==> src/rtl/word_entry_pkg.sv <==
// Shared state encoding and ASCII constants for the word entry block.
package word_entry_pkg;

    typedef enum logic [1:0] {
        ENTER_WORD = 2'd0,
        CONFIRM    = 2'd1,
        PLAY       = 2'd2,
        DONE       = 2'd3
    } entry_state_t;

    localparam logic [7:0] ASCII_A  = 8'h41;
    localparam logic [7:0] ASCII_Z  = 8'h5A;
    localparam logic [7:0] ASCII_LA = 8'h61;
    localparam logic [7:0] ASCII_LZ = 8'h7A;
    localparam logic [7:0] CASE_OFS = 8'h20;

endpackage

==> src/rtl/word_entry_if.sv <==
// Keypad / game-logic signal bundle between the host side and word_entry.
interface word_entry_if #(
    parameter int WORD_LEN = 5,
    parameter int CHAR_W   = 8
);
    logic [CHAR_W-1:0]          key_ascii;
    logic                       key_valid;
    logic                       key_del;
    logic                       key_enter;
    logic                       game_rdy;
    logic                       gameEnd;
    logic [WORD_LEN*CHAR_W-1:0] setWord;
    logic                       toggle_state;
    logic [CHAR_W-1:0]          guess;
    logic                       guess_valid;
    logic [2:0]                 entry_count;
    logic [25:0]                guessed_mask;
    logic                       dup_guess;
    logic                       drop_key;
    logic                       pending;

    modport slave (
        input  key_ascii, key_valid, key_del, key_enter, game_rdy, gameEnd,
        output setWord, toggle_state, guess, guess_valid, entry_count,
               guessed_mask, dup_guess, drop_key, pending
    );

    modport master (
        output key_ascii, key_valid, key_del, key_enter, game_rdy, gameEnd,
        input  setWord, toggle_state, guess, guess_valid, entry_count,
               guessed_mask, dup_guess, drop_key, pending
    );
endinterface

==> src/rtl/word_entry_ascii_filter.sv <==
// Classifies a keypad byte as a letter, folds lower case to upper case and
// gives its 0..25 alphabet index.
module ascii_filter
    import word_entry_pkg::*;
#(
    parameter int CHAR_W = 8
) (
    input  logic [CHAR_W-1:0] i_key_ascii,
    output logic              o_is_letter,
    output logic [CHAR_W-1:0] o_letter,
    output logic [4:0]        o_idx
);
    logic w_upper;
    logic w_lower;

    assign w_upper     = (i_key_ascii >= CHAR_W'(ASCII_A))  && (i_key_ascii <= CHAR_W'(ASCII_Z));
    assign w_lower     = (i_key_ascii >= CHAR_W'(ASCII_LA)) && (i_key_ascii <= CHAR_W'(ASCII_LZ));
    assign o_is_letter = w_upper | w_lower;
    assign o_letter    = w_lower ? i_key_ascii - CHAR_W'(CASE_OFS) : i_key_ascii;
    assign o_idx       = 5'(o_letter - CHAR_W'(ASCII_A));
endmodule

==> src/rtl/word_entry.sv <==
// Builds the secret word from keypad strobes, confirms it, then turns player
// keystrokes into single-buffered, de-duplicated guesses for the game logic.
module word_entry
    import word_entry_pkg::*;
#(
    parameter int WORD_LEN = 5,
    parameter int CHAR_W   = 8
) (
    input  logic         clk,
    input  logic         nRst,
    word_entry_if.slave  bus
);
    localparam int         WW   = WORD_LEN * CHAR_W;
    localparam logic [2:0] FULL = 3'(WORD_LEN);

    entry_state_t      r_state, w_next;
    logic [WW-1:0]     r_word;
    logic [2:0]        r_count;
    logic [25:0]       r_mask;
    logic [CHAR_W-1:0] r_guess, r_buf;
    logic [4:0]        r_buf_idx;
    logic              r_buf_vld, r_gv, r_dup, r_drop;

    logic              w_is_letter;
    logic [CHAR_W-1:0] w_letter;
    logic [4:0]        w_idx;
    logic              w_del, w_enter, w_key, w_take, w_bad, w_issue, w_repeat;

    ascii_filter #(.CHAR_W(CHAR_W)) u_filter (
        .i_key_ascii (bus.key_ascii),
        .o_is_letter (w_is_letter),
        .o_letter    (w_letter),
        .o_idx       (w_idx)
    );

    // Strobe priority: delete, then enter, then character.
    assign w_del    = bus.key_del;
    assign w_enter  = bus.key_enter & ~bus.key_del;
    assign w_key    = bus.key_valid & ~bus.key_del & ~bus.key_enter;
    assign w_take   = w_key & w_is_letter;
    assign w_bad    = w_key & ~w_is_letter;
    assign w_issue  = r_buf_vld & bus.game_rdy & ~bus.gameEnd;
    assign w_repeat = r_mask[w_idx] | (r_buf_vld & (r_buf == w_letter));

    always_ff @(posedge clk or negedge nRst) begin
        if (!nRst) r_state <= ENTER_WORD;
        else       r_state <= w_next;
    end

    always_comb begin
        w_next = r_state;
        case (r_state)
            ENTER_WORD: if (w_enter && r_count == FULL) w_next = CONFIRM;
            CONFIRM:    w_next = PLAY;
            PLAY:       if (bus.gameEnd) w_next = DONE;
            DONE:       if (w_enter) w_next = ENTER_WORD;
            default:    w_next = ENTER_WORD;
        endcase
    end

    always_ff @(posedge clk or negedge nRst) begin
        if (!nRst) begin
            r_word    <= '0;
            r_count   <= '0;
            r_mask    <= '0;
            r_guess   <= '0;
            r_buf     <= '0;
            r_buf_idx <= '0;
            r_buf_vld <= 1'b0;
            r_gv      <= 1'b0;
            r_dup     <= 1'b0;
            r_drop    <= 1'b0;
        end else begin
            r_gv   <= 1'b0;
            r_dup  <= 1'b0;
            r_drop <= w_bad;
            case (r_state)
                ENTER_WORD: begin
                    if (w_del) begin
                        if (r_count != 3'd0) begin
                            r_word  <= {{CHAR_W{1'b0}}, r_word[WW-1:CHAR_W]};
                            r_count <= r_count - 3'd1;
                        end
                    end else if (w_take && r_count != FULL) begin
                        r_word  <= {r_word[WW-CHAR_W-1:0], w_letter};
                        r_count <= r_count + 3'd1;
                    end
                end
                PLAY: begin
                    if (bus.gameEnd) begin
                        r_buf_vld <= 1'b0;
                    end else begin
                        if (w_issue) begin
                            r_guess           <= r_buf;
                            r_gv              <= 1'b1;
                            r_mask[r_buf_idx] <= 1'b1;
                            r_buf_vld         <= 1'b0;
                        end
                        // An issuing buffer frees its slot for a letter arriving this cycle.
                        if (w_take) begin
                            if (w_repeat) begin
                                r_dup <= 1'b1;
                            end else if (!r_buf_vld || w_issue) begin
                                r_buf     <= w_letter;
                                r_buf_idx <= w_idx;
                                r_buf_vld <= 1'b1;
                            end else begin
                                r_drop <= 1'b1;
                            end
                        end
                    end
                end
                DONE: begin
                    if (w_enter) begin
                        r_word  <= '0;
                        r_count <= '0;
                        r_mask  <= '0;
                        r_guess <= '0;
                    end
                end
                default: ;
            endcase
        end
    end

    assign bus.setWord      = r_word;
    assign bus.toggle_state = (r_state == CONFIRM);
    assign bus.guess        = r_guess;
    assign bus.guess_valid  = r_gv;
    assign bus.entry_count  = r_count;
    assign bus.guessed_mask = r_mask;
    assign bus.dup_guess    = r_dup;
    assign bus.drop_key     = r_drop;
    assign bus.pending      = r_buf_vld;
endmodule

==> src/flat_wrapper.sv <==
// flat-port wrapper written by rule: the top's interface ports become plain ports
module word_entry_flat import word_entry_pkg::*;
#(
    parameter int WORD_LEN = 5,
    parameter int CHAR_W   = 8
)
  (clk, nRst, bus_key_ascii, bus_key_valid, bus_key_del, bus_key_enter, bus_game_rdy, bus_gameEnd, bus_setWord, bus_toggle_state, bus_guess, bus_guess_valid, bus_entry_count, bus_guessed_mask, bus_dup_guess, bus_drop_key, bus_pending);
  word_entry_if #(.WORD_LEN(WORD_LEN), .CHAR_W(CHAR_W)) bus_i ();
  input  logic clk;
  input  logic nRst;
  input wire logic [$bits(bus_i.key_ascii)-1:0] bus_key_ascii;
  input wire logic [$bits(bus_i.key_valid)-1:0] bus_key_valid;
  input wire logic [$bits(bus_i.key_del)-1:0] bus_key_del;
  input wire logic [$bits(bus_i.key_enter)-1:0] bus_key_enter;
  input wire logic [$bits(bus_i.game_rdy)-1:0] bus_game_rdy;
  input wire logic [$bits(bus_i.gameEnd)-1:0] bus_gameEnd;
  output wire logic [$bits(bus_i.setWord)-1:0] bus_setWord;
  output wire logic [$bits(bus_i.toggle_state)-1:0] bus_toggle_state;
  output wire logic [$bits(bus_i.guess)-1:0] bus_guess;
  output wire logic [$bits(bus_i.guess_valid)-1:0] bus_guess_valid;
  output wire logic [$bits(bus_i.entry_count)-1:0] bus_entry_count;
  output wire logic [$bits(bus_i.guessed_mask)-1:0] bus_guessed_mask;
  output wire logic [$bits(bus_i.dup_guess)-1:0] bus_dup_guess;
  output wire logic [$bits(bus_i.drop_key)-1:0] bus_drop_key;
  output wire logic [$bits(bus_i.pending)-1:0] bus_pending;
  assign bus_i.key_ascii = bus_key_ascii;
  assign bus_i.key_valid = bus_key_valid;
  assign bus_i.key_del = bus_key_del;
  assign bus_i.key_enter = bus_key_enter;
  assign bus_i.game_rdy = bus_game_rdy;
  assign bus_i.gameEnd = bus_gameEnd;
  assign bus_setWord = bus_i.setWord;
  assign bus_toggle_state = bus_i.toggle_state;
  assign bus_guess = bus_i.guess;
  assign bus_guess_valid = bus_i.guess_valid;
  assign bus_entry_count = bus_i.entry_count;
  assign bus_guessed_mask = bus_i.guessed_mask;
  assign bus_dup_guess = bus_i.dup_guess;
  assign bus_drop_key = bus_i.drop_key;
  assign bus_pending = bus_i.pending;
  word_entry #(.WORD_LEN(WORD_LEN), .CHAR_W(CHAR_W)) u_core (.clk(clk), .nRst(nRst), .bus(bus_i));
endmodule
==> config.mk <==
export PLATFORM = sky130hd
export DESIGN_NAME = word_entry_flat
export DESIGN_NICKNAME = d
export VERILOG_FILES = /design/src/rtl/word_entry_pkg.sv /design/src/rtl/word_entry_if.sv /design/src/rtl/word_entry_ascii_filter.sv /design/src/rtl/word_entry.sv /design/src/flat_wrapper.sv
export SDC_FILE = /design/constraint.sdc
export NUM_CORES = 1
export LEC_CHECK = 0
export CAP_MARGIN = 20
export CORE_MARGIN = 2
export CORE_UTILIZATION = 35
export DETAILED_ROUTE_END_ITERATION = 6
export GPL_TIMING_DRIVEN = 1
export MAX_ROUTING_LAYER = met4
export PLACE_DENSITY = 0.65
export SLEW_MARGIN = 30
export SYNTH_ARGS = -nofsm -noshare
export SYNTH_HDL_FRONTEND = slang
export SYNTH_SLANG_ARGS = --single-unit
==> constraint.sdc <==
create_clock -name clk -period 3.1 [get_ports clk]
set_clock_uncertainty 0.1 [all_clocks]
set_input_delay 0.31 -clock clk [delete_from_list [all_inputs] [get_ports clk]]
set_output_delay 0.31 -clock clk [all_outputs]
set_load 0.01 [all_outputs]
==> results of run 1 <==
-- logic make-up after synthesis --
family / count (synthesis) / synth area share
DFF: 96 / 0.498
AOI/OAI and AO/OA: 91 / 0.125
and+or+nand+nor: 155 / 0.148
buffers and inverters: 43 / 0.0430
adders and majority gates: 11 / 0.0301
xor gates and xnor gates: 12 / 0.0218
muxes: 53 / 0.134
-- per-stage QoR --
stage | hold slack (ps) | worst slack [ps] | TNS, ps
after detailed placement | 335 | -201 | -5410
final | 203 | 148 | 0
after CTS | 184 | 159 | 0
after global placement | 363 | -143 | -2770
after global routing | 190 | 13.9 | 0
after floorplan | -85.6 | 79.8 | 0
-- cells in the mapped netlist (3+ instances only) --
| cell | instances | share of area |
|---|---|---|
| mux4_2 | 6 | 0.028 |
| o21ai_0 | 12 | 0.012 |
| nor2b_1 | 3 | 0.0039 |
| ha_1 | 10 | 0.026 |
| buf_2 | 3 | 0.0031 |
| a21oi_1 | 31 | 0.032 |
| xor2_1 | 10 | 0.018 |
| nor3_1 | 8 | 0.0083 |
| mux2_2 | 6 | 0.014 |
| buf_4 | 5 | 0.0078 |
| o31ai_1 | 35 | 0.054 |
| mux2i_1 | 34 | 0.071 |
| nand3_1 | 11 | 0.011 |
| inv_1 | 13 | 0.010 |
| nor3b_1 | 4 | 0.0062 |
| dfrtp_1 | 96 | 0.50 |
| mux2_4 | 7 | 0.022 |
| clkbuf_1 | 18 | 0.014 |
| nand2_1 | 77 | 0.060 |
| nor2_1 | 35 | 0.027 |
-- metal layers --
layer | vias up | share of wire | GRT usage
li1 | 1834 | - | -
met1 | 1878 | 0.46 | 0.240
met2 | 111 | 0.48 | 0.273
met3 | 9 | 0.055 | 0.0404
met4 | 0 | 0.0070 | 0.0460
met5 | - | 0 | -
-- worst min-delay path, delay by kind of cell --
kind / cells / cell delay, ps
AND/OR/NAND/NOR: 2 / 200
buffers and inverters: 1 / 110
-- worst paths after layout --
path                                          start                         end  slack [ps]  cells past startpoint
worst min register to register  u_core.bus.guess[0]         u_core.bus.guess[0]         380                      2
worst max register to register    u_core.r_state[0]  u_core.bus.guessed_mask[0]         590                     10
max in group asynchronous                      nRst       u_core.bus.setWord[9]        1750                      3
worst max-delay path               bus_key_ascii[0]         u_core.r_buf_idx[2]         150                     11
worst min-delay path                    bus_key_del         u_core.bus.drop_key         200                      3
min in group asynchronous                      nRst      u_core.bus.setWord[26]         480                      2
-- cell type report --
cell class / count / area [um2]
clock buffers: 10 / 239
clock inverters: 6 / 67.6
fillers: 1272 / 6920
inverters: 13 / 48.8
multi-input cells: 322 / 2220
flip-flops and latches: 96 / 2400
well taps: 176 / 220
repair buffers: 131 / 1230
-- state kept, by name, indices dropped and copies added, names as in the netlist --
name,flops
u_core.bus.guess,8
u_core.bus.entry_count,3
u_core.r_buf_idx,5
u_core.bus.guessed_mask,26
u_core.bus.guess_valid,1
u_core.bus.pending,1
u_core.r_buf,8
u_core.r_state,2
u_core.bus.setWord,40
u_core.bus.drop_key,1
u_core.bus.dup_guess,1
-- power by group through the flow --
| stage | registers, mW | clock network (mW) | logic [mW] |
|---|---|---|---|
| finish | 1.80 | 1.14 | 1.89 |
| global placement | 1.80 | 0 | 1.85 |
| floorplan | 1.83 | 0 | 1.04 |
| detailed placement | 1.81 | 0 | 1.90 |
| CTS | 1.79 | 1.17 | 1.91 |
| global route | 1.84 | 1.24 | 2.11 |
==> summary.txt, run 1 <==
Status
  • Status: finished, final reports clean

Power
  • Pwr Density: 751 nW/um2
  • Sequential power share: 0.372
  • VDD IR max: 375 uV
  • LEAKAGE: 2.95 nW
  • Logic pwr share: 0.392
  • P_int: 3.01 mW
  • Clk pwr share: 0.237
  • Sw Pwr: 1.82 mW
  • Tot Pwr: 4.83 mW
  • Sw frac: 0.377

Worst setup path
  • CP required: 3230 ps
  • Cell mode on critical path: nor3b_2
  • CP Data Arrival Time: 3080 ps
  • Critical Path Max Stage Delay: 510 ps
  • Worst setup SP type: input pin
  • Crit path kind: input pin to flip-flop
  • Critical path buffers and inverters: 3
  • CP Max Fanout: 12
  • Crit. End Element: flip-flop
  • CP top delay family: simple AND/OR/NAND/NOR gates
  • CP max stage cell: clkdlybuf4s50_1
  • Critical-path cell list: clkdlybuf4s50_1 > inv_1 > ha_1 > nor3b_2 > nor3b_2 > buf_4 > o31ai_1 > xnor2_1 > or4_4 > nand3_4 > mux2_2

Placed design
  • Gpl congestion: 0.876
  • Final HPWL DP: 8.40 mm
  • Placed cell count: 737
  • Area after DPL: 6110 um2
  • IO buf count: 96

Timing
  • Max frequency: 339 MHz
  • RSZ-0062 raised after global routing: no
  • Worst-Margin Slew: 798 ps
  • Slew Limit Fails: 0
  • Final setup fails: 0
  • Fin crit share: 0.952
  • Max-Slew Margin vs Limit: 0.468
  • Clock period minus worst slack: 2950 ps
  • Final hold vios: 0

Clock network
  • CTS clk-pin slew, worst paths: 70 ps
  • CTS max path bufs: 2
  • Clock root buffer: clkbuf_16
  • Clock buffer count from CTS: 9
  • Cts-stage hold buffer count: 1
  • CTS-repair resized insts: 0
  • H-tree depth: 3
  • Worst skew pair latency: 350 ps
  • Post-CTS Setup Bufs: 0
  • CTS sink cnt: 96
  • CTS tree: yes

Drt
  • Post-DR wirelength/cell: 15.8 um
  • Vias per cell: 5.08
  • DR vias: 3832
  • Post-Route WL: 11.9 mm
  • Antenna-violating nets left: 0
  • Initial drt markers: 269
  • # DRC: 0
  • 1st-pass router iterations: 5

Final layout
  • Post-route non-filler standard cell count: 754
  • Layout cells sized above 1: 0.137
  • Area delta synth->final: 33.2%
  • Ant diodes: 0
  • Fin area: 6430 um2
  • Layout net count: 599
  • Final core occ: 0.482
  • Most frequent cells in the layout: dfrtp_1 (96), clkdlybuf4s50_1 (94), nand2_1 (77), nor2_1 (35), o31ai_1 (35)
  • Commonest non-fill, non-tap cell in the layout: dfrtp_1

Logic synthesis
  • Synthesized Nets: 487
  • Synth warn: 0
  • Ys flop type: dfrtp_1
  • Area of the mapped netlist: 4830 um2
  • Number of synthesized flops with an enable pin: 0
  • Sequential share of the synthesized area: 0.498
  • Async set or reset register ratio after synthesis: 1.00
  • Mapped Avg Cell Area: 10.5 um2
  • #FFs+latches synth: 96
  • Yosys cell types: 51
  • Cells after Synth: 461

Global routing
  • Largest net degree at the start of global routing: 89
  • Initial antenna violation count: 0
  • Vias in the first global route: 3795
  • First-pass GRT wire length: 20.1 mm
  • Total Routing Usage GR: 0.178
  • Total grt overflow: 0

Hold path
  • Worst hold path type: input pin to flip-flop

Die
  • IO Pins: 97
  • Die Area: 14700 um2
  • Die height: 121 um
  • Cell Rows: 42
  • Die X: 121 um
  • Initial Utilization: 0.362
  • Core Box Area: 13300 um2

Job
  • Max Cap Viol: 0
No activity file was read; power rests on OpenSTA's default activity.
==> inputs of run 2 (changes only) <==
Settings changed: CORE_MARGIN 2 to not set, SYNTH_HIERARCHICAL set to 1.
==> run 2 against run 1 <==
Total power down 2.8%; largest cell class unchanged; first-iteration DRC count down 5.6%; combinational power down 2%; critical endpoint is now u_core/bus.entry_count[2]; critical path type unchanged; count of clock-buffer cells in the layout up 1; critical path depth up 5.
==> summary.txt, run 2 <==
Power
  • LEAKAGE: 3.02 nW
  • Sequential power share: 0.373
  • Sw Pwr: 1.70 mW
  • Tot Pwr: 4.69 mW
  • Logic pwr share: 0.393
  • VDD IR max: 354 uV
  • P_int: 2.99 mW
  • Sw frac: 0.363
  • Clk pwr share: 0.234
  • Pwr Density: 718 nW/um2

Timing
  • Worst-Margin Slew: 822 ps
  • Setup TNS: 0 ps
  • Final hold vios: 0
  • Max-Slew Margin vs Limit: 0.452
  • Fin crit share: 0.949
  • Max frequency: 340 MHz
  • Final setup fails: 0
  • Hold WS: 312 ps
  • Slew Limit Fails: 0
  • RSZ-0062 raised after global routing: no
  • Clock period minus worst slack: 2940 ps

Worst setup path
  • Worst setup SP type: input pin
  • R2R depth: 7
  • CP Data Arrival Time: 3080 ps
  • Critical-path cell list: clkdlybuf4s50_1 > inv_1 > buf_4 > ha_1 > nand2b_1 > a211oi_1 > a2111oi_4 > buf_4 > buf_4 > nand3b_1 > o31ai_1 > buf_4 > o21ai_4 > buf_4 > o21ai_0 > a22o_1
  • Critical Path Max Stage Delay: 510 ps
  • Setup slack, reg-to-reg: 810 ps
  • Crit. End Element: flip-flop
  • Crit path kind: input pin to flip-flop
  • CP required: 3240 ps
  • Cell mode on critical path: buf_4
  • CP Max Fanout: 7
  • CP max stage cell: clkdlybuf4s50_1

Hold path
  • Worst hold path type: input pin to flip-flop
  • Min-Delay Path Depth: 4

Final layout
  • Ant diodes: 0
  • Area delta synth->final: 34.1%
  • Final core occ: 0.488
  • Layout cells sized above 1: 0.140
  • Commonest non-fill, non-tap cell in the layout: dfrtp_1
  • Layout net count: 606
  • Largest register FFs: 40
  • Most frequent cells in the layout: dfrtp_1 (96), clkdlybuf4s50_1 (94), nand2_1 (72)

Clock network
  • CTS tree: yes
  • Clock buffer count from CTS: 9
  • CTS sink cnt: 96
  • H-tree depth: 3
  • Post-CTS Setup Bufs: 0
  • Worst skew pair latency: 350 ps
  • Clock root buffer: clkbuf_16
  • CTS clk-pin slew, worst paths: 70 ps
  • CTS max path bufs: 2

Placed design
  • Final HPWL DP: 8.78 mm
  • Gpl congestion: 0.862
  • IO buf count: 96

Logic synthesis
  • Mapped Avg Cell Area: 10.5 um2
  • Area of the mapped netlist: 4870 um2
  • Sequential share of the synthesized area: 0.493
  • Most common cell in the netlist: dfrtp_1
  • Synth cell count leaders: dfrtp_1 (96), nand2_1 (72), mux2i_1 (36), o31ai_1 (36), nor2_1 (33)
  • Ys flop type: dfrtp_1
  • Largest area contributor in the netlist: dfrtp_1
  • #FFs+latches synth: 96
  • Synthesized Nets: 491
  • Cells after Synth: 466
  • Async set or reset register ratio after synthesis: 1.00
  • Synth top area cells: dfrtp_1 (49%), mux2i_1 (7.4%), nand2_1 (5.5%), o31ai_1 (5.5%), mux2_4 (3.1%)
  • Synth warn: 6
  • Number of synthesized flops with an enable pin: 0
  • Yosys cell types: 53
  • Area share of the largest cell type after synthesis: 0.493

Die
  • Die height: 120 um
  • IO Pins: 97
  • Core Box Area: 13400 um2
  • Die Area: 14400 um2
  • Cell Rows: 42
  • Die X: 120 um
  • Initial Utilization: 0.364

Status
  • Status: finished, final reports clean

Drt
  • 1st-pass router iterations: 4
  • Post-DR wirelength/cell: 16.0 um
  • Vias per cell: 5.18
  • Antenna-violating nets left: 0
  • Post-Route WL: 12.2 mm
  • Initial drt markers: 254
  • # DRC: 0
  • DR vias: 3938

Global routing
  • Vias in the first global route: 3781
  • Initial antenna violation count: 0
  • Total Routing Usage GR: 0.183
  • Total grt overflow: 0
  • First-pass GRT wire length: 19.9 mm
  • Largest net degree at the start of global routing: 90

Job
  • Max Cap Viol: 0
[run 2: changes by cell type after synthesis, moves of 4 or more]
cell     before  now
o21ai_0      12   17
nand2_1      77   72
mux4_2        6    2
nor3_1        8    4
buf_1         2    6
[run 2: final cells by class]
class / count / area, um2
clock buffers: 11 / 243
clock inverters: 3 / 43.8
fillers: 1220 / 6870
inverters: 15 / 56.3
multi-input cells: 324 / 2290
flip-flops and latches: 96 / 2400
well taps: 176 / 220
repair buffers: 135 / 1280
[run 2: path summary, 6_finish.rpt]
path	from	endpoint
max	bus_key_ascii[0]	u_core/bus.entry_count[2]
min	bus_key_del	u_core/bus.drop_key
max reg2reg	u_core/r_state[0]	u_core/bus.guessed_mask[19]
min reg2reg	u_core/bus.guess[3]	u_core/bus.guess[3]
max in group asynchronous	nRst	u_core/bus.setWord[35]
min in group asynchronous	nRst	u_core/bus.entry_count[2]
[run 2: through the flow]
stage          cell area [um2]  worst slack (ps)  cells
5_1_grt                   6540              2.51    760
3_3_place_gp              6220              -104    745
6_report                  6540               159    760
3_5_place_dp              6220              -183    745
2_1_floorplan             4870               476    466
4_1_cts                   6520               174    760
[run 2: power by group through the flow]
stage          Clock, mW  Sequential (mW)  Combinational (mW)
2_1_floorplan          0             1.78               0.926
3_3_place_gp           0             1.76                1.79
3_5_place_dp           0             1.77                1.84
4_1_cts             1.13             1.75                1.85
5_1_grt             1.18             1.79                2.03
6_report            1.10             1.75                1.85
[run 2: kinds of logic after synthesis]
| kind of cell | after synthesis | synth area share |
|---|---|---|
| mux | 55 | 0.136 |
| xor+xnor | 12 | 0.0216 |
| buf+inv | 46 | 0.0426 |
| compound gates | 96 | 0.135 |
| fa+ha+maj | 10 | 0.0272 |
| simple gates | 151 | 0.144 |
| flops | 96 | 0.493 |
[run 2: timing repair]
action,CTS,global route
hold endpoints to repair,88,0
gates resized for setup,0,1
hold buffers,1,0
setup endpoints to repair,0,3
[run 2: critical path, delay by kind of cell]
family          cells  cell delay, ps
compound gates      6            1030
fa+ha+maj           1             180
buf+inv             7            1360
simple gates        2             200
[run 2: per-layer routing]
metal	track usage	part of all wire	up-vias
met2	0.277	0.46	137
met3	0.0452	0.056	14
met4	0.0453	0.012	0
li1	-	-	1863
met5	-	0	-
met1	0.247	0.47	1924
